### config.mk
export PLATFORM = sky130hd
export DESIGN_NAME = lc3_mem_ctrl
export DESIGN_NICKNAME = d
export VERILOG_FILES = /design/src/rtl/lc3_pkg.sv /design/src/rtl/lc3_wait_timer.sv /design/src/rtl/lc3_mem_ctrl.sv
export SDC_FILE = /design/constraint.sdc
export NUM_CORES = 1
export LEC_CHECK = 0
export ABC_AREA = 1
export CAP_MARGIN = 20
export CORE_MARGIN = 2
export CORE_UTILIZATION = 40
export CTS_BUF_LIST = sky130_fd_sc_hd__clkbuf_8
export CTS_CLUSTER_DIAMETER = 50
export CTS_CLUSTER_SIZE = 14
export DETAILED_ROUTE_END_ITERATION = 8
export PLACE_DENSITY = 0.75
export SYNTH_ARGS = -nofsm -noshare
export SYNTH_HDL_FRONTEND = slang
export SYNTH_HIERARCHICAL = 1
export SYNTH_SLANG_ARGS = --single-unit
### constraint.sdc
create_clock -name CLK -period 2.45 [get_ports CLK]
set_input_delay 0.245 -clock CLK [delete_from_list [all_inputs] [get_ports CLK]]
set_output_delay 0.245 -clock CLK [all_outputs]
set_load 0.05 [all_outputs]
### src/rtl/lc3_pkg.sv
// Shared definitions for the LC-3 memory-interface slice.
package lc3_pkg;

   localparam int WORD_W = 16;

   // Memory-access FSM states
   typedef enum logic [1:0] {
      ST_IDLE = 2'b00,
      ST_RD   = 2'b01,
      ST_WR   = 2'b10,
      ST_DONE = 2'b11
   } state_t;

   // LDMDR control encodings; 2'b11 is reserved and behaves as HOLD
   typedef enum logic [1:0] {
      LDMDR_HOLD = 2'b00,
      LDMDR_BUS  = 2'b01,
      LDMDR_MEM  = 2'b10
   } ldmdr_t;

endpackage

### src/rtl/lc3_wait_timer.sv
// Counts unacknowledged access cycles; flags the cycle that would
// bring the count up to TIMEOUT so the FSM can abort on that edge.
module lc3_wait_timer #(
   parameter int TIMEOUT = 64
) (
   input  logic CLK,
   input  logic RESET_N,
   input  logic clear,
   input  logic enable,
   output logic expired
);

   localparam int CW = $clog2(TIMEOUT + 1);

   logic [CW-1:0] cnt;

   // Wait-cycle counter, cleared while no access is in flight
   always_ff @(posedge CLK or negedge RESET_N) begin
      if (!RESET_N)
         cnt <= '0;
      else if (clear)
         cnt <= '0;
      else if (enable)
         cnt <= cnt + 1'b1;
   end

   // The current unacked cycle is the TIMEOUT-th one
   assign expired = enable && (cnt == CW'(TIMEOUT - 1));

endmodule

### src/rtl/lc3_mem_ctrl.sv
// LC-3 MAR/MDR memory controller: loads MAR/MDR from the processor bus,
// runs single read/write accesses with ACK handshake and a wait timeout,
// and pulses R once when each access finishes (normally or by timeout).
module lc3_mem_ctrl
   import lc3_pkg::*;
#(
   parameter int TIMEOUT = 64
) (
   input  logic              CLK,
   input  logic              RESET_N,
   input  logic [WORD_W-1:0] BUS,
   input  logic              LDMAR,
   input  logic [1:0]        LDMDR,
   input  logic              MEM_RW,
   input  logic              GATE_MDR_SEL,
   output logic [WORD_W-1:0] MDR_OUT,
   output logic              R,
   output logic              ERR,
   output logic              MEM_REQ,
   output logic              MEM_WE,
   output logic [WORD_W-1:0] MEM_ADDR,
   output logic [WORD_W-1:0] MEM_WDATA,
   input  logic [WORD_W-1:0] MEM_RDATA,
   input  logic              MEM_ACK
);

   state_t            state, state_nxt;
   logic [WORD_W-1:0] mar, mdr;
   logic              busy;
   logic              timer_clr, timer_en, expired;
   logic              timeout_hit;

   assign busy        = (state == ST_RD) || (state == ST_WR);
   assign timer_en    = busy && !MEM_ACK;
   assign timeout_hit = expired;   // expired already implies busy and no ACK

   lc3_wait_timer #(.TIMEOUT(TIMEOUT)) u_timer (
      .CLK     (CLK),
      .RESET_N (RESET_N),
      .clear   (timer_clr),
      .enable  (timer_en),
      .expired (expired)
   );

   // State register
   always_ff @(posedge CLK or negedge RESET_N) begin
      if (!RESET_N)
         state <= ST_IDLE;
      else
         state <= state_nxt;
   end

   // Next-state logic; a write request beats a read request in the same cycle
   always_comb begin
      state_nxt = state;
      timer_clr = 1'b0;
      case (state)
         ST_IDLE: begin
            timer_clr = 1'b1;
            if (MEM_RW)
               state_nxt = ST_WR;
            else if (LDMDR == LDMDR_MEM)
               state_nxt = ST_RD;
         end
         ST_RD, ST_WR: begin
            if (MEM_ACK || timeout_hit)
               state_nxt = ST_DONE;
         end
         ST_DONE: state_nxt = ST_IDLE;
         default: state_nxt = ST_IDLE;
      endcase
   end

   // MAR/MDR/ERR: bus loads only in IDLE, read data only on an acked read
   always_ff @(posedge CLK or negedge RESET_N) begin
      if (!RESET_N) begin
         mar <= '0;
         mdr <= '0;
         ERR <= 1'b0;
      end else begin
         if (state == ST_IDLE) begin
            if (LDMAR)
               mar <= BUS;
            if (LDMDR == LDMDR_BUS)
               mdr <= BUS;
         end
         if (state == ST_RD && MEM_ACK)
            mdr <= MEM_RDATA;
         if (timeout_hit)
            ERR <= 1'b1;
      end
   end

   // Outputs decode straight from state so reset kills the request at once
   assign MEM_REQ   = busy;
   assign MEM_WE    = (state == ST_WR);
   assign R         = (state == ST_DONE);
   assign MEM_ADDR  = mar;
   assign MEM_WDATA = mdr;
   assign MDR_OUT   = GATE_MDR_SEL ? mdr : '0;

endmodule

==> flow_summary_export.csv <==
group,metric,value,unit
final_layout,fin_util,59.0,%
power,p_total,4.59,mW
flow_run,drv_cap,0,
clock_network,cts_resized,0,
final_layout,num-nets-final,440,
worst_setup_path,cpPeakStageDelay,0.82,ns
synthesis,syn_nets,354,
sta,tns,0,ns
global_routing,grt_first_pass_wirelength,9760,um
detailed_routing,vias_per_cell,4.67,
clock_network,h-tree-depth,2,
clock_network,postCtsSetupBuffers,0,
worst_setup_path,cp-start-kind,"flop",
place,place_inst,460,
sta,maxSlewHeadroom,39.1,%
sta,fin_worst_skew,0.00551,ns
floorplanning,die_y,79.9,um
synthesis,synth_seq_cells,42,
synthesis,syn-cell-area,2300,um^2
global_routing,grt_usage,19.5,%
power,irDropWorstVdd,0.779,mV
floorplanning,ios,92,
place,gp_congestion,0.827,
detailed_routing,drt_iter0_drc,162,
final_layout,area_delta_synth_final,41.9,%
detailed_routing,routedWlPerCell,12.5,um
detailed_routing,first_pass_iters,4,
global_routing,antenna_found_initial,0,
final_layout,num_antenna_cells,0,
synthesis,syn_inst,309,
worst_setup_path,crit_end,"MEM_REQ",
sta,setup_violations,0,
synthesis,synth-async-reset-ratio,100,%
worst_setup_path,crit_fanout,4,
power,p_leak,1.77,nW
sta,period_share,88.6,%
place,dp_hpwl,4530,um
clock_network,cts_tree,"built",
sta,max_freq,461,MHz
worst_setup_path,r2r_slack,0.50,ns
floorplanning,rows,27,
floorplanning,core_area,5540,um^2
outcome,status,"finished, final reports clean",
clock_network,cts_inserted_buffers,5,
global_routing,grt_max_degree,43,
synthesis,yosys_warnings,6,
synthesis,synth.distinct_cells,24,
power,power_density,1400,nW/um^2
floorplanning,start_util,41.6,%
sta,rsz0062_at_grt,"false",
min_path,hp-class,"in2async",
worst_setup_path,r2r-end,"state[1]",
sta,drv_slew,0,
detailed_routing,drc,0,
worst_setup_path,cp.arrival,1.93,ns
worst_setup_path,path_cells,"inv_1 -> ha_1 -> clkdlybuf4s50_1",
detailed_routing,drtAntennaViolNets,0,
worst_setup_path,required,2.20,ns
sta,hold_viol_final,0,
final_layout,layout-drive-gt1-share,11.4,%
worst_setup_path,crit_slowest_cell,"clkdlybuf4s50_1",
clock_network,cts_hold_buffers,0,
global_routing,grt_pass1_vias,2109,
clock_network,cts_sinks,42,
sta,period_needed,2.17,ns
detailed_routing,vias,2187,
worst_setup_path,crit_type,"reg2out",
synthesis,ys_seq_area_share,45.6,%
clock_network,clock_path_buffers,2,
detailed_routing,wl,5830,um
floorplanning,die-area,6380,um^2
worst_setup_path,r2r.worst_path.cells,11,
floorplanning,die_width,79.9,um
sta,max_slew.worst_pin.slew,0.914,ns
clock_network,clk_pin_slew,0.07,ns
worst_setup_path,cp-end-kind,"output port",
place,dp_slack,0.492,ns
worst_setup_path,r2r_start,"state[1]",
global_routing,grt_overflow,0,
clock_network,root_buffer,"clkbuf_8",
clock_network,clock_latency,0.29,ns
synthesis,synth_edf_count,0,
synthesis,synth_area_per_cell,7.46,um^2
final_layout,final_cells,468,
place,portBuffers,91,
worst_setup_path,startpoint,"state[1]",
synthesis,ys.flop_type,"dfrtp_1",
sta,fin_ws,0.279,ns
==> per-stage QoR <==
stage               area [um^2]  hold WS [ns]
floorplan                  2300       -0.0506
global placement           3180         0.432
detailed placement         3180         0.436
CTS                        3270         0.123
global route               3270         0.174
finish                     3270        0.0899
==> worst min-delay path by stage <==
stage                                end  slack, ns  depth (start not counted)
after detailed placement        state[1]       0.44                          1
final                           state[1]       0.09                          1
after CTS                 u_timer/cnt[3]       0.12                          1
after global routing                 ERR       0.17                          1
after floorplan                      ERR      -0.05                          0
after global placement          state[1]       0.43                          1
==> sequential cells by signal, indices dropped and copies added (netlist names) <==
signal	count
ERR	1
MEM_ADDR	16
MEM_WDATA	16
state	2
u_timer/cnt	7
==> layout by cell type (no fill, tap or decap) <==
master           instances
nand2_1                137
clkdlybuf4s50_1         74
nand3_1                 54
dfrtp_1                 42
inv_1                   25
buf_4                   20
nor2_1                   7
clkbuf_8                 6
ha_1                     5
inv_2                    4
nor2_2                   3
nor2_4                   2
nand2_4                  2
nand2_2                  2
o21ai_1                  2
a21oi_1                  2
nand2_8                  1
or2_2                    1
clkinv_2                 1
buf_2                    1
nor4_2                   1
nand4_1                  1
a21oi_2                  1
a21o_1                   1
nor3_1                   1
==> per-layer routing <==
| layer | global-route usage [%] | up-vias | part of all wire, % |
|---|---|---|---|
| met2 | 31.7 | 68 | 49 |
| met5 | 0 | - | 0 |
| met1 | 26.5 | 971 | 44 |
| met3 | 3.73 | 5 | 5.9 |
| li1 | - | 1143 | - |
| met4 | 5.59 | 0 | 1.2 |
==> cell type report <==
class	instances	area [um^2]
fill	531	2270
sequential	42	1050
multi-input combinational	223	1040
timing repair buffer	95	896
inverter	28	105
tap	72	90.1
clock buffer	6	82.6
clock inverter	2	8.76
==> report_power, final <==
part	internal (mW)	switching, mW	leakage (nW)
Clock	0.223	0.217	0.0524
Combinational	0.924	2.04	1.19
Sequential	0.978	0.202	0.532
==> worst max-delay path, delay by kind of cell (launching register included) <==
| family | cells | cell delay, ns |
|---|---|---|
| buf+inv | 2 | 0.90 |
| flops | 1 | 0.40 |
| fa+ha+maj | 1 | 0.33 |
==> cells in the mapped netlist (2+ instances only) <==
| master | n | area, um^2 |
|---|---|---|
| nand2_1 | 137 | 514 |
| ha_1 | 5 | 62.6 |
| nor2_2 | 3 | 18.8 |
| buf_6 | 3 | 33.8 |
| buf_2 | 6 | 30.0 |
| a21oi_1 | 2 | 10.0 |
| dfrtp_1 | 42 | 1050 |
| nand2_4 | 2 | 22.5 |
| buf_4 | 6 | 45.0 |
| nand3_1 | 54 | 270 |
| nand2_2 | 2 | 12.5 |
| o21ai_1 | 2 | 10.0 |
| nor2_1 | 7 | 26.3 |
| inv_2 | 4 | 15.0 |
| inv_1 | 24 | 90.1 |
| nor2_4 | 2 | 22.5 |
==> kinds of logic (layout without fill, tap and decap cells) <==
group	after synthesis	count (layout)	share of synthesized area [%]
adders and majority gates	5	5	2.71
DFF	42	42	45.6
and+or+nand+nor	212	212	40.7
AOI/OAI and AO/OA	6	6	1.57
buffers and inverters	44	131	9.45
No activity file was read; power rests on OpenSTA's default activity.
